File: config.mk
export PLATFORM = sky130hd
export DESIGN_NAME = mc_maindec
export DESIGN_NICKNAME = d
export VERILOG_FILES = /design/src/rtl/mc_maindec.sv
export SDC_FILE = /design/constraint.sdc
export NUM_CORES = 1
export LEC_CHECK = 0
export BUFFER_PORTS_ARGS = -buffer_cell sky130_fd_sc_hd__buf_4
export CAP_MARGIN = 10
export CORE_UTILIZATION = 40
export CTS_CLUSTER_DIAMETER = 50
export DETAILED_ROUTE_END_ITERATION = 10
export GPL_TIMING_DRIVEN = 0
export PLACE_DENSITY = 0.74
export SYNTH_ARGS = -nofsm -noshare
export SYNTH_HDL_FRONTEND = slang
export SYNTH_SLANG_ARGS = --single-unit
File: constraint.sdc
create_clock -name clk -period 1.6 [get_ports clk]
set_input_delay 0.16 -clock clk [delete_from_list [all_inputs] [get_ports clk]]
set_output_delay 0.16 -clock clk [all_outputs]
set_load 0.01 [all_outputs]
File: src/rtl/mc_maindec.sv
// Multicycle main control FSM for the RV32I core: sequences each instruction through
// fetch/decode/execute/memory/writeback and drives datapath strobes and mux selects.
module mc_maindec #(
  parameter bit EXT_EN        = 1'b1,
  parameter bit MEM_HANDSHAKE = 1'b0
) (
  input  logic       clk,
  input  logic       reset,
  input  logic [6:0] op,
  input  logic       MemReady,
  output logic       PCUpdate,
  output logic       Branch,
  output logic       RegWrite,
  output logic       MemWrite,
  output logic       IRWrite,
  output logic       AdrSrc,
  output logic [1:0] ResultSrc,
  output logic [1:0] ALUSrcA,
  output logic [1:0] ALUSrcB,
  output logic [1:0] ALUOp,
  output logic [2:0] ImmSrc,
  output logic       MemReq,
  output logic       InstrDone,
  output logic       IllegalOp,
  output logic [3:0] State
);

  localparam logic [3:0] FETCH    = 4'd0;
  localparam logic [3:0] DECODE   = 4'd1;
  localparam logic [3:0] MEMADR   = 4'd2;
  localparam logic [3:0] MEMREAD  = 4'd3;
  localparam logic [3:0] MEMWB    = 4'd4;
  localparam logic [3:0] MEMWRITE = 4'd5;
  localparam logic [3:0] EXECUTER = 4'd6;
  localparam logic [3:0] ALUWB    = 4'd7;
  localparam logic [3:0] EXECUTEI = 4'd8;
  localparam logic [3:0] JAL      = 4'd9;
  localparam logic [3:0] BEQ      = 4'd10;
  localparam logic [3:0] LUI      = 4'd11;
  localparam logic [3:0] AUIPC    = 4'd12;

  localparam logic [6:0] OP_LOAD  = 7'b0000011;
  localparam logic [6:0] OP_STORE = 7'b0100011;
  localparam logic [6:0] OP_RTYPE = 7'b0110011;
  localparam logic [6:0] OP_ITYPE = 7'b0010011;
  localparam logic [6:0] OP_JAL   = 7'b1101111;
  localparam logic [6:0] OP_BEQ   = 7'b1100011;
  localparam logic [6:0] OP_LUI   = 7'b0110111;
  localparam logic [6:0] OP_AUIPC = 7'b0010111;

  logic [3:0] state;
  logic [3:0] nextState;
  logic       ready;

  // Without the handshake every memory access completes in one cycle.
  assign ready = MEM_HANDSHAKE ? MemReady : 1'b1;

  always_ff @(posedge clk) begin
    if (reset) state <= FETCH;
    else       state <= nextState;
  end

  // Next-state and Moore outputs; reset forces every output low in the same cycle.
  always_comb begin
    nextState = FETCH;
    PCUpdate  = 1'b0;
    Branch    = 1'b0;
    RegWrite  = 1'b0;
    MemWrite  = 1'b0;
    IRWrite   = 1'b0;
    AdrSrc    = 1'b0;
    ResultSrc = 2'b00;
    ALUSrcA   = 2'b00;
    ALUSrcB   = 2'b00;
    ALUOp     = 2'b00;
    ImmSrc    = 3'b000;
    MemReq    = 1'b0;
    InstrDone = 1'b0;
    IllegalOp = 1'b0;
    State     = state;

    case (op)
      OP_STORE: ImmSrc = 3'b001;
      OP_BEQ:   ImmSrc = 3'b010;
      OP_JAL:   ImmSrc = 3'b011;
      OP_LUI,
      OP_AUIPC: ImmSrc = EXT_EN ? 3'b100 : 3'b000;
      default:  ImmSrc = 3'b000;
    endcase

    case (state)
      FETCH: begin
        MemReq    = 1'b1;
        ALUSrcB   = 2'b10;
        ResultSrc = 2'b10;
        IRWrite   = ready;
        PCUpdate  = ready;
        nextState = ready ? DECODE : FETCH;
      end
      DECODE: begin
        ALUSrcA = 2'b01;
        ALUSrcB = 2'b01;
        case (op)
          OP_LOAD, OP_STORE: nextState = MEMADR;
          OP_RTYPE:          nextState = EXECUTER;
          OP_ITYPE:          nextState = EXECUTEI;
          OP_JAL:            nextState = JAL;
          OP_BEQ:            nextState = BEQ;
          OP_LUI: begin
            if (EXT_EN) nextState = LUI;
            else        IllegalOp = 1'b1;
          end
          OP_AUIPC: begin
            if (EXT_EN) nextState = AUIPC;
            else        IllegalOp = 1'b1;
          end
          default: IllegalOp = 1'b1;
        endcase
      end
      MEMADR: begin
        ALUSrcA   = 2'b10;
        ALUSrcB   = 2'b01;
        nextState = (op == OP_LOAD) ? MEMREAD : MEMWRITE;
      end
      MEMREAD: begin
        MemReq    = 1'b1;
        AdrSrc    = 1'b1;
        nextState = ready ? MEMWB : MEMREAD;
      end
      MEMWB: begin
        ResultSrc = 2'b01;
        RegWrite  = 1'b1;
        InstrDone = 1'b1;
      end
      MEMWRITE: begin
        MemReq    = 1'b1;
        AdrSrc    = 1'b1;
        MemWrite  = 1'b1;
        InstrDone = ready;
        nextState = ready ? FETCH : MEMWRITE;
      end
      EXECUTER: begin
        ALUSrcA   = 2'b10;
        ALUOp     = 2'b10;
        nextState = ALUWB;
      end
      EXECUTEI: begin
        ALUSrcA   = 2'b10;
        ALUSrcB   = 2'b01;
        ALUOp     = 2'b10;
        nextState = ALUWB;
      end
      ALUWB: begin
        RegWrite  = 1'b1;
        InstrDone = 1'b1;
      end
      JAL: begin
        ALUSrcA   = 2'b01;
        ALUSrcB   = 2'b10;
        PCUpdate  = 1'b1;
        nextState = ALUWB;
      end
      BEQ: begin
        ALUSrcA   = 2'b10;
        ALUOp     = 2'b01;
        Branch    = 1'b1;
        InstrDone = 1'b1;
      end
      LUI: begin
        ALUSrcA   = 2'b11;
        ALUSrcB   = 2'b01;
        nextState = ALUWB;
      end
      AUIPC: begin
        ALUSrcA   = 2'b01;
        ALUSrcB   = 2'b01;
        nextState = ALUWB;
      end
      default: nextState = FETCH;
    endcase

    if (reset) begin
      PCUpdate  = 1'b0;
      Branch    = 1'b0;
      RegWrite  = 1'b0;
      MemWrite  = 1'b0;
      IRWrite   = 1'b0;
      AdrSrc    = 1'b0;
      ResultSrc = 2'b00;
      ALUSrcA   = 2'b00;
      ALUSrcB   = 2'b00;
      ALUOp     = 2'b00;
      ImmSrc    = 3'b000;
      MemReq    = 1'b0;
      InstrDone = 1'b0;
      IllegalOp = 1'b0;
      State     = 4'd0;
    end
  end

endmodule

* Yosys cells after proc, flatten, opt, wreduce, memory -nomap -nowiden
Index checks and enable logic that the tools add are counted.
** Operators by class
- Reduce and logical (&&, ||, !) cells :: 14
- Multiply operators :: 0
- Multiplexer cells :: 33
- Shift operators :: 0
- Add/sub/neg operators :: 0
- Bitwise operators :: 0
- Divide/modulo/power cells :: 0
- Eq/ne operators :: 20
- Magnitude comparators :: 0
** Operator list (count)
- $pmux W4 S7 :: 1
- $eq A7 B6 Y1 const B :: 3
- $eq A4 B4 Y1 const B :: 5
- $pmux W4 S5 :: 1
- $mux W1 :: 19
- $eq A4 B3 Y1 const B :: 4
- $eq A7 B5 Y1 const B :: 2
- $eq A7 B7 Y1 const B :: 2
- $pmux W2 S2 :: 3
- $pmux W3 S4 :: 1
- $reduce_or A2 Y1 :: 6
- $reduce_or A5 Y1 :: 2
- $eq A4 B2 Y1 const B :: 2
- $mux W2 :: 4
- $reduce_or A4 Y1 :: 2
- $reduce_or A8 Y1 :: 1
- $eq A7 B2 Y1 const B :: 1
- $mux W3 :: 2
- $pmux W2 S3 :: 1
- $reduce_or A3 Y1 :: 2
- $eq A4 B1 Y1 const B :: 1
- $logic_not A4 Y1 :: 1
- $mux W4 :: 1
** Word-level totals
- Latch bits :: 0
- ROM bits :: 0
- Memories kept :: 0
- Output and inout bits :: 24
- Register bits after elaboration :: 4
- Memory bits (writable) :: 0

* Depth between registers and ports, before layout
Gate-level depths: netlist (run 1).
- Word-level depth :: 5
- Gate-level depth with buffers :: 6
- Mapped depth without buffers :: 4

* Worst setup path after synthesis (run 1)
Ideal clock, no wire load.
- Path kind :: flip-flop to output port
- Start point :: register state[0]
- End point :: output port ALUSrcB[1]
- Path buffers :: 2
- Stages on the path, launching flop included :: 5
- Required time :: 1.440 ns
- Slack :: 0.115 ns
- Data arrival time :: 1.325 ns
- Cells stage by stage :: dfxtp_1 > buf_2 > xor2_1 > nor4_1 > buf_4
** On the way
- Cells in the longest elaborated chain, start to end :: 4
- Elaborated cells on any way between the ends :: 11
- Classes of those cells :: 6 x eq/ne; 2 x mux; 3 x reduce/logical
** RTL lines
- start, declared :: RTL line 51 : logic [3:0] state;
- start signal, assigned :: RTL line 60 : else state <= nextState;
- $eq A4 B1 Y1 (tied with other cells) :: RTL line 91 : case (state)
- $reduce_or A5 Y1 (no source line) or $reduce_or A2 Y1 (tied branches)
- $pmux W2 S2 * :: RTL line 91
- $mux W2 * :: RTL line 182 : if (reset) begin
- end, declared :: RTL line 19 : output logic [1:0] ALUSrcB,
Mark *: on every way between the ends. The rest lies on a longest branch, timed or not.

* Final worst setup path (run 1)
- Start point :: register state[1]
- End point :: output port ALUSrcB[0]
The elaborated chain is that of the path after synthesis.

==> metrics.txt, run 1 <==
status=completed; most common cell after layout, fill and taps aside=buf_4; global-route wire length before repair=approximately 3.0 mm; switching share of total power=0.325; Max IR drop VDD=311 uV; Initial DRT Pass Iterations=6; total wire length=1.94 mm; cts hold-fix bufs=0; cell area power density=about 420 mW/mm^2; Critical-path top delay cell=dfxtp_1; core area=approximately 0.0017 mm^2; RSZ-0062 raised after global routing=yes; Antenna Nets Post-Route=0; Slew Limit Headroom=0.691; worst slew pin tran=around 460 ps; fin area=about 0.0011 mm^2; Period minus WS final=roughly 1600 ps; clk slew on worst S/H paths=about 30 ps; Seq pwr share=0.244; Comb power frac=0.498; Mean Syn Cell Area=approximately 7.2 um^2; Initial Util=0.434; gr busiest metal=met2; Int Pwr=between 0.3 and 0.4 mW; Non-Filler Instances=between 150 and 200; Seq/Total Area, Yosys=0.106; DP HPWL=approximately 1.4 mm; Nets=150; GR Util met1=0.262; cts bufs inserted=3; Primary FF master, synth=dfxtp_1; # Max-Cap Violations=0; Placer Congestion=about 0.74; Fmax=645 MHz; total placed instance area=~990 um^2; Worst Path Required=approximately 1400 ps; Ports=34; endpoint class of the critical path=primary output; layout cell share with drive strength beyond 1=0.420; PortBufs=27; DRC=0; switching power of the nets=between 0.1 and 0.15 mW; grt ovf=0; Clk Latency, worst-skew pair=230 ps; leakage power=0.477 nW; DR vias/cell=around 5.3; Worst EP arrival=1390 ps; grt met2 use=0.320; cell count after synthesis=around 110; setup violators final=0; fin crit share=0.969; Max Root-Sink Buffers=2; async set-reset flop share out of synthesis=0; Total GRT Usage=0.190; Unique masters post-synth=46; max-slew violations=0; WL/cell=between 10 and 15 um; row count=15; number of DRC markers in iteration 0=22; Crit path max-delay family=buffers and inverters; Worst Path Buf+Inv=3; crit-path max cell delay=between 200 and 300 ps; H-tree Lvls=1; clock share of power=0.258; multi-input logic area=about 550 um^2; die width=45.5 um; number of global-route vias before repair=roughly 660; Die Span Y=between 40 and 50 um; Synth Net Count=around 120; clk sink count=4; TritonCTS clock tree=built; Die ar.=between 0.002 and 0.0025 mm^2; Yosys reg bits=4; Top reg by flops=state; placed insts=between 150 and 200; Hold Path Class=in -> reg; Hold Violations, Final=0; crit path launch type=register; Regs by FF count=state x4; pin count of the biggest net entering global routing=11; mapped cell area=around 760 um^2; Sequential Area=87.6 um^2; fillers=168; routed vias=865; GR Util met3=0.0159; root buf cell=clkbuf_4; critical path peak fanout=9; critical path, cell by cell=buf_6 -> buf_8 -> nor3b_1 -> a21oi_1 -> a2bb2oi_1 -> nor2_1 -> buf_4; Hold Slack=between 150 and 200 ps; clock skew=between 3 and 4 ps; Area Growth Syn to Fin=41.9%; Yosys warning count=0; initial antenna violation count=0; max FFs per register=4; most frequent cells in the layout=35 x buf_4, 15 x nor2_1, 6 x buf_6, 6 x nand2_1, 6 x a21oi_1; kind of critical path=reg -> out; Ant. Diodes=0; Post-synth EDFFs=0
## worst register-to-register path: cells and delay by family, from the launching register on
kind	cells	cell delay (ps)
buffers and inverters	1	140
AO/OA/AOI/OAI	3	610
flip-flops	1	290
AND/OR/NAND/NOR	1	230
## synthesized netlist by cell type, drive strengths merged (2+ instances only)
cell type / instances / area share
nor4: 3 / 0.033
or3: 2 / 0.016
nor2b: 6 / 0.053
a21oi: 6 / 0.040
nor3b: 2 / 0.020
buf: 14 / 0.17
o31ai: 2 / 0.020
nor2: 15 / 0.074
a2111oi: 2 / 0.033
xnor2: 3 / 0.035
dfxtp: 4 / 0.11
xor2: 2 / 0.023
nand3: 2 / 0.013
inv: 2 / 0.0099
a2bb2oi: 3 / 0.035
nand2: 6 / 0.030
and3: 3 / 0.025
nor3: 4 / 0.033
nand2b: 4 / 0.033
## metal layers
metal / part of all wire / wire length [um]
met1: 0.45 / 870
met5: 0 / 0
met4: 0 / 0
met2: 0.51 / 983
met3: 0.046 / 89
## final cells by class
cell class              count  share of cell area
plain buffers              15               0.127
clock buffers               3              0.0209
inverters                   2             0.00698
multi-input cells          84               0.509
flip-flops and latches      4              0.0814
well taps                  25              0.0291
repair buffers             30               0.226
## worst paths after layout
check                             endpoint  slack, ps  startpoint  cells after the start
worst max-delay path            ALUSrcB[0]         50    state[1]                      7
worst min-delay path              state[1]        170       op[3]                      2
worst max register to register    state[1]        240    state[1]                      5
worst min register to register    state[0]        640    state[0]                      2
## timing repair
action,4_1_cts,5_1_grt
resized for setup,4,4
setup endpoints to repair,4,7
cloned,0,1
buffers inserted,0,2
## through the flow
step                utilization  total power, mW  setup TNS (ps)  worst slack (ps)
finish                    0.616            0.448               0              49.0
global route              0.616            0.482           -34.5             -22.7
CTS                       0.588            0.444               0              32.3
detailed placement        0.568            0.322               0               114
global placement          0.568            0.318               0               161
floorplan                     -            0.256               0               115
## kinds of logic after synthesis
logic type      after synthesis  share of synthesized area
simple gates                 57                      0.437
compound gates               22                      0.218
buf+inv                      17                      0.182
xor+xnor                      5                     0.0578
flops                         4                      0.106
## power by group through the flow
stage	logic [mW]	clock network, mW	registers, mW
detailed placement	0.210	0	0.112
global placement	0.206	0	0.112
CTS	0.213	0.120	0.111
global route	0.243	0.128	0.111
finish	0.223	0.115	0.109
floorplan	0.145	0	0.111
(Power assumes the default switching activity.)
==> run 2, diff against run 1 <==
--- a/config.mk
+++ b/config.mk
@@ -10,7 +10,6 @@
 export CORE_UTILIZATION = 40
 export CTS_CLUSTER_DIAMETER = 50
 export DETAILED_ROUTE_END_ITERATION = 10
-export GPL_TIMING_DRIVEN = 0
 export PLACE_DENSITY = 0.74
 export SYNTH_ARGS = -nofsm -noshare
 export SYNTH_HDL_FRONTEND = slang
==> run 2 against run 1 <==
Against the previous run: die area did not move; maximum frequency up 2.3%; register-to-register slack about the same; sequential power is 6% higher; flip-flop and latch count stayed put; critical path type unchanged.
==> metrics.txt, run 2 (synthesized netlist as in run 1, its figures left out) <==
placed insts=150; global-route wire length before repair=approximately 2.8 mm; total placed instance area=just over 900 um^2; Hold Crit Endpoint=state[1]; die width=approximately 46 um; Worst Path Required=approximately 1400 ps; final core occ=0.559; leakage power=roughly 0.42 nW; Hold Slack=between 150 and 200 ps; fin crit share=0.948; clk sink count=4; most common cell after layout, fill and taps aside=buf_4; cts bufs inserted=3; grt ovf=0; hold wc startpoint=op[3]; core area=~0.0017 mm^2; Max IR drop VDD=approximately 280 uV; R2R depth=4; number of DRC markers in iteration 0=12; cell area power density=445 mW/mm^2; Nets=140; most frequent cells in the layout=34 x buf_4, 15 x nor2_1, 6 x nand2_1, 6 x a21oi_1, 5 x nor2b_1; Die Span Y=~46 um; Slew Limit Headroom=0.774; max FFs per register=4; R2R Path Start=state[0]; Initial Util=0.434; H-tree Lvls=1; pin count of the biggest net entering global routing=19; row count=15; Regs by FF count=state x4; DR vias/cell=~5.3; Worst EP arrival=around 1400 ps; status=completed; Hold Violations, Final=0; DRC=0; initial antenna violation count=0; Ports=34; worst hold path depth=2; clock skew=between 0.07 and 0.08 ps; WL/cell=11.3 um; fin area=around 980 um^2; Worst R2R End=state[1]; max-slew violations=0; setup violators final=0; RSZ-0062 raised after global routing=no; root buf cell=clkbuf_4; Top reg by flops=state; Fmax=659 MHz; fillers=approximately 180; R2R Setup Slk=230 ps; Hold Path Class=in -> reg; kind of critical path=reg -> out; layout cell share with drive strength beyond 1=0.391; worst slew pin tran=between 300 and 400 ps; Placer Congestion=about 0.74; pre-CTS setup slack=around 76 ps; endpoint class of the critical path=primary output; Final WS setup=~84 ps; Initial DRT Pass Iterations=4; Max Root-Sink Buffers=2; post-route setup TNS=0 ps; total wire length=between 1.5 and 2 mm; DP HPWL=about 1.3 mm; Period minus WS final=1520 ps; Antenna Nets Post-Route=0; PortBufs=32; routed vias=roughly 800; number of global-route vias before repair=689; Clk Latency, worst-skew pair=between 200 and 250 ps; # Max-Cap Violations=0; Total GRT Usage=0.183; crit path launch type=register; clk slew on worst S/H paths=approximately 40 ps; Non-Filler Instances=approximately 150; Total Power=between 0.4 and 0.5 mW; Die ar.=just over 0.002 mm^2; cts hold-fix bufs=0; Ant. Diodes=0; Area Growth Syn to Fin=28.7%; TritonCTS clock tree=built; critical path peak fanout=11
## run 2: worst max path at each step
stage              from    endpoint  slack [ps]  cells past startpoint
3_5_place_dp   state[3]    state[1]          80                      4
5_1_grt        state[2]      MemReq           6                      4
2_1_floorplan  state[0]  ALUSrcB[1]         110                      4
6_report       state[0]      MemReq          80                      5
3_3_place_gp   state[3]    state[1]         100                      4
4_1_cts        state[1]  ALUSrcB[0]          30                      5
## run 2: report_power, final
group	switching (mW)	leakage [nW]	total [mW]	internal, mW
clock	0.0419	0.0138	0.126	0.0839
combinational	0.0929	0.373	0.192	0.0996
sequential	0.0140	0.0352	0.116	0.102
## run 2: metal layers
| layer | up-vias | global-route usage | part of all wire |
|---|---|---|---|
| met4 | 0 | 0.0909 | 0.012 |
| li1 | 421 | - | - |
| met2 | 29 | 0.337 | 0.52 |
| met1 | 366 | 0.202 | 0.42 |
| met3 | 2 | 0.0238 | 0.044 |
| met5 | - | 0 | 0 |
## run 2: critical path: stages, from the launching register on
cell and delay [ps]:
dfxtp_2 390, buf_12 140, nor2_1 60, and2_1 160
or2_1 220, buf_4 140
## run 2: layout make-up
class / instances / area [um^2] / share of cell area
clock buffer: 3 / 22.5 / 0.0231
multi-input combinational: 84 / 547 / 0.560
tap: 25 / 31.3 / 0.0321
inverter: 2 / 7.51 / 0.00769
timing repair buffer: 35 / 275 / 0.282
sequential: 4 / 92.6 / 0.0949
## run 2: what timing repair did
item	CTS	global route
endpoints found under the setup margin	10	7
resized for setup	4	4
setup buffers	0	0
